`src/rtl/fp_alu_scheduler.sv`:
```
// Single-issue scheduler for external add/mul/div FP units: NaN and divide-by-zero
// requests are answered directly; other requests are launched, timed and captured.
module fp_alu_scheduler #(
  parameter int LAT_ADD = 2,
  parameter int LAT_MUL = 2,
  parameter int LAT_DIV = 4
) (
  input  logic        clk,
  input  logic        rst,
  input  logic        req_valid,
  output logic        req_ready,
  input  logic [1:0]  req_op,
  input  logic [31:0] req_a,
  input  logic [31:0] req_b,
  output logic [1:0]  u_sel,
  output logic [31:0] u_a,
  output logic [31:0] u_b,
  output logic        u_start,
  input  logic [31:0] u_result,
  output logic        rsp_valid,
  input  logic        rsp_ready,
  output logic [31:0] rsp_result,
  output logic [2:0]  rsp_flags,
  output logic        busy
);

  localparam int CW = 8;
  localparam logic [CW-1:0] LOAD_ADD = CW'(LAT_ADD - 1);
  localparam logic [CW-1:0] LOAD_MUL = CW'(LAT_MUL - 1);
  localparam logic [CW-1:0] LOAD_DIV = CW'(LAT_DIV - 1);

  typedef enum logic [1:0] {IDLE, ISSUE, WAIT, RESP} state_t;

  state_t        state_q, state_d;
  logic [CW-1:0] cnt_q, cnt_d;
  logic          u_start_q, u_start_d;
  logic [1:0]    u_sel_q, u_sel_d;
  logic [31:0]   u_a_q, u_a_d;
  logic [31:0]   u_b_q, u_b_d;
  logic [31:0]   rsp_result_q, rsp_result_d;
  logic [2:0]    rsp_flags_q, rsp_flags_d;
  logic          op_nan, op_dz;

  function automatic logic is_nan(input logic [31:0] x);
    return (&x[30:23]) && (|x[22:0]);
  endfunction

  function automatic logic is_inf(input logic [31:0] x);
    return (&x[30:23]) && !(|x[22:0]);
  endfunction

  always_comb begin
    state_d      = state_q;
    cnt_d        = cnt_q;
    u_start_d    = 1'b0;
    u_sel_d      = u_sel_q;
    u_a_d        = u_a_q;
    u_b_d        = u_b_q;
    rsp_result_d = rsp_result_q;
    rsp_flags_d  = rsp_flags_q;
    op_nan       = is_nan(req_a) || is_nan(req_b);
    op_dz        = (req_op == 2'b11) && (req_b[30:0] == 31'd0);

    case (state_q)
      IDLE: begin
        if (req_valid) begin
          if (op_nan) begin
            rsp_result_d = 32'h7FC0_0000;
            rsp_flags_d  = 3'b100;
            state_d      = RESP;
          end else if (op_dz) begin
            rsp_result_d = {req_a[31] ^ req_b[31], 8'hFF, 23'd0};
            rsp_flags_d  = 3'b011;
            state_d      = RESP;
          end else begin
            // Subtraction runs on the add unit with the sign of B flipped.
            u_sel_d   = (req_op == 2'b01) ? 2'b00 : req_op;
            u_a_d     = req_a;
            u_b_d     = (req_op == 2'b01) ? {~req_b[31], req_b[30:0]} : req_b;
            u_start_d = 1'b1;
            state_d   = ISSUE;
          end
        end
      end
      ISSUE: begin
        case (u_sel_q)
          2'b11:   cnt_d = LOAD_DIV;
          2'b10:   cnt_d = LOAD_MUL;
          default: cnt_d = LOAD_ADD;
        endcase
        state_d = WAIT;
      end
      WAIT: begin
        if (cnt_q == '0) begin
          rsp_result_d = u_result;
          rsp_flags_d  = {is_nan(u_result), is_inf(u_result), 1'b0};
          u_sel_d      = 2'b00;
          u_a_d        = 32'd0;
          u_b_d        = 32'd0;
          state_d      = RESP;
        end else begin
          cnt_d = cnt_q - 1'b1;
        end
      end
      RESP: begin
        if (rsp_ready) state_d = IDLE;
      end
      default: state_d = IDLE;
    endcase
  end

  always_ff @(posedge clk or posedge rst) begin
    if (rst) begin
      state_q      <= IDLE;
      cnt_q        <= '0;
      u_start_q    <= 1'b0;
      u_sel_q      <= 2'b00;
      u_a_q        <= 32'd0;
      u_b_q        <= 32'd0;
      rsp_result_q <= 32'd0;
      rsp_flags_q  <= 3'b000;
    end else begin
      state_q      <= state_d;
      cnt_q        <= cnt_d;
      u_start_q    <= u_start_d;
      u_sel_q      <= u_sel_d;
      u_a_q        <= u_a_d;
      u_b_q        <= u_b_d;
      rsp_result_q <= rsp_result_d;
      rsp_flags_q  <= rsp_flags_d;
    end
  end

  // req_ready is gated by rst so nothing is offered while reset is held.
  assign req_ready  = (state_q == IDLE) && !rst;
  assign busy       = (state_q != IDLE);
  assign rsp_valid  = (state_q == RESP);
  assign u_start    = u_start_q;
  assign u_sel      = u_sel_q;
  assign u_a        = u_a_q;
  assign u_b        = u_b_q;
  assign rsp_result = rsp_result_q;
  assign rsp_flags  = rsp_flags_q;

endmodule

```
`config.mk`:
```
export PLATFORM = sky130hd
export DESIGN_NAME = fp_alu_scheduler
export DESIGN_NICKNAME = d
export VERILOG_FILES = /design/src/rtl/fp_alu_scheduler.sv
export SDC_FILE = /design/constraint.sdc
export NUM_CORES = 1
export LEC_CHECK = 0
export CAP_MARGIN = 30
export CORE_ASPECT_RATIO = 0.9
export CORE_MARGIN = 2
export CORE_UTILIZATION = 41
export DETAILED_ROUTE_END_ITERATION = 7
export PLACE_DENSITY = 0.82
export SLEW_MARGIN = 5
export SYNTH_ARGS = -nofsm -noshare
export SYNTH_HDL_FRONTEND = slang
export SYNTH_SLANG_ARGS = --single-unit
```
`constraint.sdc`:
```
create_clock -name clk -period 3.9 [get_ports clk]
set_input_delay 0.39 -clock clk [delete_from_list [all_inputs] [get_ports clk]]
set_output_delay 0.39 -clock clk [all_outputs]
set_load 0.05 [all_outputs]
```
==> qor.tcl <==
set qor(die_area_sq_um) 13800
set qor(detail_route.drc_violations) 0
set qor(worst_path_largest_cell_delay_ns) 0.54
set qor(crit_chain) {clkdlybuf4s50_1 -> nor4_1 -> nand4_1 -> or3_1 -> and3_4 -> a21oi_4 -> buf_12 -> mux2i_1}
set qor(rsz0062_at_grt) {no}
set qor(layout_worst_path_cycle_share_pct) 79.9
set qor(finalHoldViolations) 0
set qor(timing.clock.skew_ns) 0.00685
set qor(worst_path_required_ns) 4.16
set qor(nets) 782
set qor(timing.critical_path.arrival_ns) 3.38
set qor(gates_resized_cts_repair) 0
set qor(post-cts-setup-buffer-count) 0
set qor(number_of_antenna_violations_at_the_first_check_in_global_routing) 0
set qor(std_cell_rows) 39
set qor(critPathMaxFanout) 19
set qor(route.detailed.wl_per_inst_um) 18.0
set qor(ys_top_cells_by_area) {sky130_fd_sc_hd__dfrtp_1 (53%), sky130_fd_sc_hd__a22o_1 (11%), sky130_fd_sc_hd__and3_1 (7.5%)}
set qor(cts_num_sinks) 112
set qor(synth-edff-count) 0
set qor(detail-route-antenna-nets) 0
set qor(cts_hold_buf) 0
set qor(pins_over_their_slew_limit) 0
set qor(fmaxAchievable_ghz) 0.321
set qor(syn_inst) 484
set qor(fp.dieH_um) 111
set qor(cp-end-kind) {flip-flop}
set qor(netlist_area_sq_um) 5260
set qor(core_area_sq_um) 12600
set qor(tritoncts.num_buffers) 9
set qor(synthArstFlopShare_pct) 100
set qor(clkLatencyLatePin_ns) 0.35
set qor(synthMostInstantiatedCell) {sky130_fd_sc_hd__dfrtp_1}
set qor(yosys-top-cells-count) {sky130_fd_sc_hd__dfrtp_1 (112), sky130_fd_sc_hd__a22o_1 (65), sky130_fd_sc_hd__and3_1 (63), sky130_fd_sc_hd__nand2_1 (33), sky130_fd_sc_hd__inv_1 (32)}
set qor(portBuffers) 206
set qor(clockRootBuffer) {sky130_fd_sc_hd__clkbuf_16}
set qor(postLayoutCellArea_sq_um) 7770
set qor(cellPowerDensity_nw_per_um2) 986
set qor(placedInstanceArea_sq_um) 7490
set qor(cts_max_path_buffers) 2
set qor(synth_top_cell_area_share_pct) 53.2
set qor(finalSetupViolations) 0
set qor(power_leakage_uw) 0.00340
set qor(post-route-min-period_ns) 3.11
set qor(hold_path_class) {flip-flop to flip-flop}
set qor(worstSetupStartpointType) {input pin}
set qor(worst_path_max_delay_cell) {sky130_fd_sc_hd__nor4_1}
set qor(gp_congestion) 0.799
set qor(timing.setup.critical_path_class) {input pin to flip-flop}
set qor(nets_in_the_synthesized_netlist) 593
set qor(synth.ff_latch_count) 112
set qor(grt.total_usage_pct) 22.6
set qor(drt_initial_violations) 276
set qor(maxSlewHeadroom_pct) 42.2
set qor(boundaryPins) 207
set qor(max_cap_violations) 0
set qor(synth_ff_type) {sky130_fd_sc_hd__dfrtp_1}
set qor(setup_total_negative_slack_ns) 0
set qor(grt_pass1_wl_um) 24100
set qor(grt_start_max_net_pins) 69
set qor(die_x_extent_um) 123
set qor(initial_core_util_pct) 41.8
set qor(drt-vias-per-instance) 5.43
set qor(grt_pass1_vias) 4745
set qor(synth_sequential_area_ratio_pct) 53.2
set qor(wirelength_um) 15100
set qor(synth.distinct_cells) 35
set qor(synth_largest_area_cell) {sky130_fd_sc_hd__dfrtp_1}
set qor(h_tree_levels) 3
set qor(area_growth_syn_to_layout_pct) 47.6
set qor(warnings_synthesis) 0
set qor(slew_at_the_pin_closest_to_its_max_slew_limit_ns) 0.867
set qor(diodes) 0
set qor(total_congestion_overflow) 0
set qor(cts_tree) {built}
set qor(dr.pass1.iters) 4
set qor(ir_worst_vdd_mv) 0.505
set qor(clock_transition_at_the_registers_of_the_reported_paths_ns) 0.07
set qor(run_status) {finished, final reports clean}
set qor(place.detailed.hpwl_um) 10900
set qor(avgSynthCellArea_sq_um) 10.9
set qor(vias) 4573
set qor(drive_gt1_share_pct) 5.16
[power by group]
part | total (uW) | internal [uW] | switching, uW | leakage (uW)
clock | 873 | 451 | 422 | 0.000139
combinational | 4720 | 1740 | 2980 | 0.00187
sequential | 2060 | 1710 | 351 | 0.00140
[kinds of logic after synthesis]
kind of cell               after synthesis  synth area share (%)
and+or+nand+nor                        170                  17.9
muxes                                   38                  7.56
buffers and inverters                   67                  5.35
DFF                                    112                  53.2
adders and majority gates                7                  1.66
AOI/OAI and AO/OA                       82                  13.0
xor gates and xnor gates                 8                  1.33
[layer usage]
metal	part of all wire, %	global-route usage [%]	vias up
met4	3.0	10.2	0
li1	-	-	2135
met3	5.0	3.48	31
met1	43	29.2	2234
met5	0	0	-
met2	49	37.2	173
[metrics by stage]
stage	total power (uW)	worst slack (ns)	cells	hold slack, ns	util [%]
floorplan	5210	0.551	484	0.500	-
global placement	6660	0.603	825	0.470	59.3
detailed placement	6800	0.499	826	0.486	59.5
CTS	7700	0.837	842	0.502	61.7
global route	8040	0.695	842	0.522	61.7
finish	7660	0.785	842	0.495	61.7
[worst max-delay path: cells and delay by family]
family | cells | cell delay (ns)
AO/OA/AOI/OAI | 1 | 0.52
AND/OR/NAND/NOR | 4 | 1.50
buffers and inverters | 2 | 0.70
multiplexers | 1 | 0.24
[area by class of cell]
| class | count | area, sq um |
|---|---|---|
| clock buffers | 11 | 243 |
| clock inverters | 5 | 32.5 |
| fillers | 1040 | 4820 |
| inverters | 32 | 123 |
| multi-input cells | 305 | 2190 |
| flip-flops and latches | 112 | 2800 |
| well taps | 164 | 205 |
| repair buffers | 213 | 2170 |
[cells in the final DEF, fill, tap and decap left out, types with 9 or more instances in the layout]
cell type	Yosys	routed
sky130_fd_sc_hd__nor2_1	14	14
sky130_fd_sc_hd__nor3_1	9	9
sky130_fd_sc_hd__clkdlybuf4s50_1	0	206
sky130_fd_sc_hd__and3_1	63	63
sky130_fd_sc_hd__clkbuf_16	0	9
sky130_fd_sc_hd__dfrtp_1	112	112
sky130_fd_sc_hd__inv_1	32	31
sky130_fd_sc_hd__nand2b_1	9	9
sky130_fd_sc_hd__a22o_1	65	65
sky130_fd_sc_hd__nand2_1	33	33
sky130_fd_sc_hd__nor4_1	20	20
sky130_fd_sc_hd__mux2i_1	24	24
sky130_fd_sc_hd__nand4_1	10	10
[path summary, 6_finish.rpt]
kind,from,depth (start not counted),endpoint,slack [ns]
worst max register to register,state_q[0],7,rsp_result[8],1.00
min in group asynchronous,rst,2,rsp_result[26],0.59
worst min register to register,rsp_result[31],1,rsp_result[31],0.50
worst min-delay path,rsp_result[31],1,rsp_result[31],0.50
max in group asynchronous,rst,3,rsp_flags[2],2.52
worst max-delay path,req_b[22],8,rsp_result[8],0.79
[registers in the layout (all words and copies together), names as in the netlist]
name,cells
rsp_flags,3
u_start,1
state_q,2
rsp_result,32
u_sel,2
u_a,32
cnt_q,8
u_b,32
Power figures use the tool's default switching activity.
